## src/rtl/eeprom_arbiter.sv

```systemverilog
// Round-robin arbiter and sequencer sharing one EEPROM SPI engine between two
// requesters, with post-write cycle-time hold and hung-engine timeout.
module eeprom_arbiter #(
    parameter int TWC_CYC     = 500000,
    parameter int TIMEOUT_CYC = 4096
) (
    input  logic        clk,
    input  logic        rst_n,
    input  logic [1:0]  req_valid,
    output logic [1:0]  req_ready,
    input  logic [1:0]  req_wr,
    input  logic [15:0] req_addr0,
    input  logic [15:0] req_addr1,
    input  logic [15:0] req_wdata0,
    input  logic [15:0] req_wdata1,
    output logic [1:0]  rsp_valid,
    output logic        rsp_err,
    output logic [7:0]  rsp_rdata,
    output logic        busy,
    output logic [7:0]  err_cnt,
    output logic [31:0] addr_data_w,
    output logic        addr_data_w_en,
    output logic [15:0] addr_r,
    output logic        addr_r_en,
    input  logic [7:0]  data_r,
    input  logic        spi_ok
);

    localparam int TO_W   = $clog2(TIMEOUT_CYC);
    localparam int HOLD_W = $clog2(TWC_CYC + 1);
    localparam logic [TO_W-1:0]   TO_LAST   = TO_W'(TIMEOUT_CYC - 1);
    localparam logic [HOLD_W-1:0] HOLD_LAST = HOLD_W'(TWC_CYC - 1);

    typedef enum logic [1:0] {IDLE, ISSUE, WAIT_OK, WR_HOLD} state_t;

    state_t            state_q;
    logic              last_grant_q;
    logic              idx_q;
    logic              wr_q;
    logic [TO_W-1:0]   to_cnt_q;
    logic [HOLD_W-1:0] hold_cnt_q;
    logic [1:0]        rsp_valid_q;
    logic              rsp_err_q;
    logic [7:0]        rsp_rdata_q;
    logic [7:0]        err_cnt_q;
    logic [31:0]       addr_data_w_q;
    logic              addr_data_w_en_q;
    logic [15:0]       addr_r_q;
    logic              addr_r_en_q;

    logic        grant_idx;
    logic        accept;
    logic        sel_wr;
    logic [15:0] sel_addr;
    logic [15:0] sel_wdata;

    // On a tie the requester that did not win last time gets the grant.
    always_comb begin
        grant_idx = (&req_valid) ? ~last_grant_q : req_valid[1];
        sel_wr    = req_wr[grant_idx];
        sel_addr  = grant_idx ? req_addr1  : req_addr0;
        sel_wdata = grant_idx ? req_wdata1 : req_wdata0;
    end

    // Ready is also held low while reset is asserted, so nothing can appear accepted.
    generate
        for (genvar gi = 0; gi < 2; gi++) begin : g_ready
            assign req_ready[gi] = rst_n && (state_q == IDLE) && req_valid[gi]
                                   && (grant_idx == 1'(gi));
        end
    endgenerate

    assign accept = |(req_valid & req_ready);

    always_ff @(posedge clk or negedge rst_n) begin
        if (!rst_n) begin
            state_q          <= IDLE;
            last_grant_q     <= 1'b1;
            idx_q            <= 1'b0;
            wr_q             <= 1'b0;
            to_cnt_q         <= '0;
            hold_cnt_q       <= '0;
            rsp_valid_q      <= 2'b00;
            rsp_err_q        <= 1'b0;
            rsp_rdata_q      <= 8'h00;
            err_cnt_q        <= 8'h00;
            addr_data_w_q    <= 32'h0;
            addr_data_w_en_q <= 1'b0;
            addr_r_q         <= 16'h0;
            addr_r_en_q      <= 1'b0;
        end else begin
            addr_data_w_en_q <= 1'b0;
            addr_r_en_q      <= 1'b0;
            rsp_valid_q      <= 2'b00;
            rsp_err_q        <= 1'b0;
            rsp_rdata_q      <= 8'h00;
            case (state_q)
                IDLE: begin
                    if (accept) begin
                        idx_q            <= grant_idx;
                        wr_q             <= sel_wr;
                        last_grant_q     <= grant_idx;
                        addr_data_w_q    <= {sel_addr, sel_wdata};
                        addr_r_q         <= sel_addr;
                        addr_data_w_en_q <= sel_wr;
                        addr_r_en_q      <= ~sel_wr;
                        state_q          <= ISSUE;
                    end
                end
                ISSUE: begin
                    to_cnt_q <= '0;
                    state_q  <= WAIT_OK;
                end
                WAIT_OK: begin
                    to_cnt_q <= to_cnt_q + 1'b1;
                    // A completion in the final counted cycle still counts as success.
                    if (spi_ok) begin
                        rsp_valid_q[idx_q] <= 1'b1;
                        rsp_rdata_q        <= wr_q ? 8'h00 : data_r;
                        hold_cnt_q         <= '0;
                        state_q            <= wr_q ? WR_HOLD : IDLE;
                    end else if (to_cnt_q == TO_LAST) begin
                        rsp_valid_q[idx_q] <= 1'b1;
                        rsp_err_q          <= 1'b1;
                        if (err_cnt_q != 8'hFF) begin
                            err_cnt_q <= err_cnt_q + 8'd1;
                        end
                        state_q <= IDLE;
                    end
                end
                WR_HOLD: begin
                    if (hold_cnt_q == HOLD_LAST) begin
                        state_q <= IDLE;
                    end else begin
                        hold_cnt_q <= hold_cnt_q + 1'b1;
                    end
                end
                default: state_q <= IDLE;
            endcase
        end
    end

    assign rsp_valid      = rsp_valid_q;
    assign rsp_err        = rsp_err_q;
    assign rsp_rdata      = rsp_rdata_q;
    assign busy           = (state_q != IDLE);
    assign err_cnt        = err_cnt_q;
    assign addr_data_w    = addr_data_w_q;
    assign addr_data_w_en = addr_data_w_en_q;
    assign addr_r         = addr_r_q;
    assign addr_r_en      = addr_r_en_q;

endmodule

```

## config.mk

```make
export PLATFORM = sky130hd
export DESIGN_NAME = eeprom_arbiter
export DESIGN_NICKNAME = d
export VERILOG_FILES = /design/src/rtl/eeprom_arbiter.sv
export SDC_FILE = /design/constraint.sdc
export NUM_CORES = 1
export LEC_CHECK = 0
export ABC_AREA = 1
export BUFFER_PORTS_ARGS = -buffer_cell sky130_fd_sc_hd__buf_2
export CAP_MARGIN = 20
export CORE_ASPECT_RATIO = 0.5
export CORE_MARGIN = 8
export CORE_UTILIZATION = 33
export DETAILED_ROUTE_END_ITERATION = 7
export PLACE_DENSITY = 0.55
export SLEW_MARGIN = 20
export SYNTH_ARGS = -nofsm -noshare
export SYNTH_HDL_FRONTEND = slang
export SYNTH_SLANG_ARGS = --single-unit
```

## constraint.sdc

```tcl
create_clock -name clk -period 1.6 [get_ports clk]
set_input_delay 0.16 -clock clk [delete_from_list [all_inputs] [get_ports clk]]
set_output_delay 0.16 -clock clk [all_outputs]
set_load 0.02 [all_outputs]
```

==> results of run 1 <==
[timing repair]
action | 4_1_cts | 5_1_grt
buffers inserted | 4 | 6
gates resized for setup | 14 | 40
hold buffers | 1 | 0
cloned | 0 | 6
pin swaps | 5 | 8
setup endpoints to repair | 28 | 63
endpoints found under the hold margin | 88 | 0
[synthesized netlist by cell type (3+ instances only)]
library cell and n:
buf_2 5, nor2_1 73, buf_6 6, a21oi_1 8
nor2_2 10, nand2_2 16, dfrtp_1 88, nand3_1 40
nor3_1 5, a31oi_1 32, nand2_1 189, inv_2 5
nor2_4 5, o21ai_0 3, xnor2_1 6, o21ai_1 9
inv_1 52, buf_4 16, clkbuf_1 8, ha_1 7
nand4_1 4, xor2_1 14
[final cells by class]
class                      count  area share [%]
sequential                    89            34.4
inverter                      59            3.69
multi-input combinational    427            34.3
timing repair buffer         198            19.3
tap                          198            3.83
clock buffer                  11            3.59
clock inverter                 5           0.869
[worst min-delay path by stage]
stage	from	end	slack [ns]
2_1_floorplan	rst_n	addr_data_w[0]	-0.14
3_5_place_dp	rst_n	err_cnt[3]	0.27
6_report	data_r[6]	rsp_rdata[6]	0.02
5_1_grt	data_r[3]	rsp_rdata[3]	0.01
4_1_cts	data_r[6]	rsp_rdata[6]	0.01
3_3_place_gp	rst_n	err_cnt[4]	0.27
[where the power goes]
part / internal (mW) / switching [mW] / leakage, nW
clock: 1.21 / 0.863 / 0.139
combinational: 1.74 / 2.69 / 2.11
sequential: 2.83 / 0.408 / 1.14
total: 5.78 / 3.97 / 3.38
[routing by layer]
| layer | vias to the layer above | routed length (um) | GRT usage (%) |
|---|---|---|---|
| met5 | - | 0 | 0 |
| met4 | 0 | 104 | 3.30 |
| met3 | 8 | 559 | 3.92 |
| met2 | 95 | 6500 | 22.9 |
| met1 | 1975 | 6070 | 16.0 |
| li1 | 2260 | - | - |
[registers in the layout, indices dropped and copies added, names as in the netlist]
register        count
addr_r_en           1
addr_data_w        32
to_cnt_q           12
rsp_valid           2
rsp_rdata           8
wr_q                1
addr_data_w_en      1
rsp_err             1
idx_q               1
state_q             2
hold_cnt_q         19
last_grant_q        1
err_cnt             8
[worst max-delay path: cells and delay by family (launching register included)]
| family | cells | cell delay (ns) |
|---|---|---|
| AND/OR/NAND/NOR | 3 | 0.24 |
| flip-flops | 1 | 0.39 |
| buffers and inverters | 3 | 0.28 |
| adder cells (fa/ha/maj) | 1 | 0.16 |
[metrics by stage]
stage	utilization, %	power, mW	cells
after floorplan	-	5.90	610
after global placement	40.7	7.11	954
after detailed placement	40.7	7.13	954
after CTS	43.3	9.36	975
after global routing	45.2	10.4	987
final	45.2	9.74	987
[logic make-up (layout without fill, tap and decap cells)]
kind of cell | after synthesis | count (layout) | synth area share [%]
and+or+nand+nor | 347 | 347 | 31.7
buffers and inverters | 94 | 273 | 9.74
DFF | 89 | 89 | 46.5
AOI/OAI and AO/OA | 53 | 53 | 6.53
xor gates and xnor gates | 20 | 20 | 3.66
adders and majority gates | 7 | 7 | 1.83
==> impl_metrics.toml, run 1 <==
[grt]
gr-total-overflow = 0
first_global_vias = 4228
grt_start_max_net_pins = 90
grt_pass1_wl_um = 20500
grt.total_usage_pct = 13.2
antenna_found_initial = 0

[sta]
min_period_over_period_pct = 97.5
rsz0062_at_grt = "yes"
setup_ws_ns = 0.0398
fin_setup_tns_ns = 0
max_freq_mhz = 641
relSlewSlack_pct = 68.7
hold_viol = 0
hold_ws_ns = 0.0238
fin_crit_ns = 1.56
drv_slew = 0
finalSetupViolations = 0
worst_pin_slew_ns = 0.469
fin_skew_ns = 0.00531

[synthesis]
avgSynthCellArea_sq_um = 7.85
synthArstFlopShare_pct = 100
ys_types = 31
synth_fp_nets = 696
yosys_warnings = 0
ys.flop_type = "dfrtp_1"
synth-seq-cells = 89
yosysSeqAreaShare_pct = 46.5
syn_inst = 610
syn_area_sq_um = 4790
synth_top_area_cell = "dfrtp_1"
synth.area.top_cells = "dfrtp_1 (46%), nand2_1 (15%), nor2_1 (5.7%)"
synth_edf_count = 0
yosysTopAreaCellShare_pct = 46.0

[route]
firstDrtPassIters = 4
viasPerCell = 4.40
wl_um = 13200
wl_per_cell_um = 13.4
dr.first_iter.drc_count = 185
final_antenna_net_count = 0
via_count = 4338
remaining_drc_errors = 0

[worst_setup_path]
worstPathArrival_ns = 1.40
worstPathMaxFanout = 3
crit_path_end = "req_ready[0]"
path_cells = "inv_2, ha_4, nand2_4, nor2_4, inv_2, nor2_4, buf_6"
r2r_cells = 10
cp-end-kind = "output pin"
r2r_slack_ns = 0.04
cp.required_ns = 1.44
worstReg2RegEnd = "addr_data_w[23]"
max_stage_delay_ns = 0.39
cp-start-kind = "flip-flop"
critPathKind = "reg2out"
crit_path_start = "state_q[0]"
critical_path.slowest_cell = "dfrtp_1"
r2r-start = "state_q[0]"

[layout]
final_common_cell = "nand2_1"
final_cell_mix = "nand2_1 (185), buf_2 (149), dfrtp_1 (88)"
fin_nets = 870
seq_area_sq_um = 2230
multi_input_area_sq_um = 2220
final_layout_size_suffix_gt1_share_pct = 35.2
diodes = 0
area_growth_pct = 35.2
fin_area_sq_um = 6480
nFillCells = 1442

[placement]
port-buffer-count = 150
hpwlAfterDp_um = 9500
preCtsSetupSlack_ns = -0.0345
place_congestion = 0.846
place_area_sq_um = 5820

[power]
leakagePower_nw = 3.38
pwr_density_cell_nw_per_um2 = 1500
peakVddDrop_mv = 0.693

[floorplan]
die_w_um = 186
dieArea_sq_um = 18900
die_h_um = 101
rows = 31
core_sq_um = 14300
start_util_pct = 33.5
io-pin-count = 151

[cts]
insertion_delay_ns = 0.34
clkSlewWorstSetupHoldPaths_ns = 0.06
cts_max_path_buffers = 2
cts_sinks = 89
cts_made_buffers = 9
clockRootBuffer = "clkbuf_16"
cts_max_level = 3
cts_tree = "yes"

[run]
max-cap-violations = 0

[worst_hold_path]
hold_path_depth = 3
min_path_type = "in2reg"

[outcome]
status = "finished, final reports clean"
(Power assumes the default switching activity.)
==> inputs of run 2 (changes only) <==
CORE_UTILIZATION = 47   (was 33)
PLACE_DENSITY = 0.74   (was 0.55)
==> impl_metrics.toml, run 2 (synthesized netlist as in run 1, its figures left out) <==
[outcome]
status = "finished, violations left"
violations = "setup timing"

[worst_setup_path]
critPathBufInv = 3
cp-start-kind = "flip-flop"
cp.required_ns = 1.44
crit_family = "flip-flops"
critPathKind = "reg2out"
cpMostUsedCell = "buf_6"
cp-end-kind = "output pin"
max_stage_delay_ns = 0.39
worstPathMaxFanout = 3
worstPathArrival_ns = 1.45
path_cells = "inv_2, ha_4, nand2_4, buf_6, nor2_4, buf_6"
critical_path.slowest_cell = "dfrtp_1"

[route]
firstDrtPassIters = 5
final_antenna_net_count = 0
wl_per_cell_um = 14.3
viasPerCell = 4.90
wl_um = 13200
via_count = 4510
dr.first_iter.drc_count = 229
remaining_drc_errors = 0

[cts]
clkSlewWorstSetupHoldPaths_ns = 0.06
cts_max_level = 3
insertion_delay_ns = 0.34
cts_made_buffers = 9
clockRootBuffer = "clkbuf_16"
cts_max_path_buffers = 2
cts_sinks = 89
cts_tree = "yes"

[layout]
final_common_cell = "nand2_1"
final_util_pct = 64.1
final_cell_mix = "nand2_1 (179), buf_2 (147), dfrtp_1 (87)"
nFillCells = 839
diodes = 0
area_growth_pct = 34.5
final_layout_size_suffix_gt1_share_pct = 36.0
instances_no_fill = 921
largest_reg_flops = 32
fin_nets = 863

[floorplan]
die_w_um = 159
io-pin-count = 151
start_util_pct = 47.6
core_sq_um = 10100
dieArea_sq_um = 13900
rows = 26
die_h_um = 87.4

[grt]
gr-total-overflow = 0
antenna_found_initial = 0
grt.total_usage_pct = 18.1
grt_start_max_net_pins = 90
grt_pass1_wl_um = 20800
first_global_vias = 4531

[sta]
relSlewSlack_pct = 68.3
fin_skew_ns = 0.00868
fin_crit_ns = 1.61
max_freq_mhz = 623
setup_ws_ns = -0.00533
hold_ws_ns = 0.0296
drv_slew = 0
rsz0062_at_grt = "yes"
finalSetupViolations = 2
worst_pin_slew_ns = 0.476
hold_viol = 0
min_period_over_period_pct = 100

[placement]
place_congestion = 0.872
port-buffer-count = 150
hpwlAfterDp_um = 9170
preCtsSetupSlack_ns = -0.0457
dp_cells = 892

[power]
peakVddDrop_mv = 0.853
pwr_density_cell_nw_per_um2 = 1550
finalPower_mw = 9.97
leakagePower_nw = 3.40

[worst_hold_path]
min_path_type = "in2reg"

[run]
max-cap-violations = 0
==> run 2: cell count changes in the layout (fill, tap and decap cells not counted), sizes merged <==
cell | before | now
buf | 194 | 188
clkinv | 4 | 3
clkinvlp | 1 | 0
==> run 2: worst reg2reg max path: stages, from the launching register on <==
cell and delay, ns:
dfrtp_1 0.39, inv_2 0.09, ha_4 0.16, nand2_4 0.06, buf_6 0.11, nor2_4 0.14
nor2_4 0.06, clkinv_4 0.11, clkbuf_16 0.18, nor2_1 0.04, a31oi_1 0.15
==> run 2: final cells by class <==
class                      count  area (sq um)  area share (%)
tap                          140           175            2.72
inverter                      59           239            3.71
timing repair buffer         191          1220            19.0
sequential                    89          2230            34.6
clock buffer                  12           256            3.98
multi-input combinational    427          2280            35.4
clock inverter                 3          40.0           0.621
==> run 2: power by group <==
group	leakage (nW)	total, mW	internal (mW)	switching, mW
Sequential	1.14	3.26	2.83	0.432
Combinational	2.11	4.59	1.80	2.79
Clock	0.148	2.12	1.28	0.840
==> run 2: metal layers <==
layer	track usage [%]	routed length (um)
met1	21.4	5660
met2	31.9	6760
met3	4.25	557
met4	6.69	232
met5	0	0
==> run 2: final timing paths <==
path / startpoint / to / slack, ns / cells past startpoint
worst max-delay path: state_q[1] / req_ready[1] / -0.005 / 6
worst min-delay path: data_r[3] / rsp_rdata[3] / 0.03 / 3
worst max register to register: state_q[1] / addr_data_w[13] / 0.01 / 10
worst min register to register: idx_q / rsp_valid[0] / 0.43 / 1
max in group asynchronous: rst_n / rsp_rdata[2] / 0.74 / 3
min in group asynchronous: rst_n / err_cnt[2] / 0.49 / 3
==> run 2: what timing repair did <==
| item | 4_1_cts | 5_1_grt |
|---|---|---|
| gates resized for setup | 24 | 52 |
| pin swaps | 4 | 15 |
| cloned | 2 | 3 |
| endpoints found under the setup margin | 40 | 68 |
| endpoints found under the hold margin | 88 | 0 |
| setup buffers | 4 | 6 |
| hold buffers | 1 | 0 |
==> run 2: through the flow <==
stage / cell area [sq um] / TNS (ns)
finish: 6440 / -0.00567
global route: 6440 / -1.99
CTS: 6190 / -0.0544
detailed placement: 5730 / -0.454
global placement: 5730 / 0
floorplan: 4790 / 0
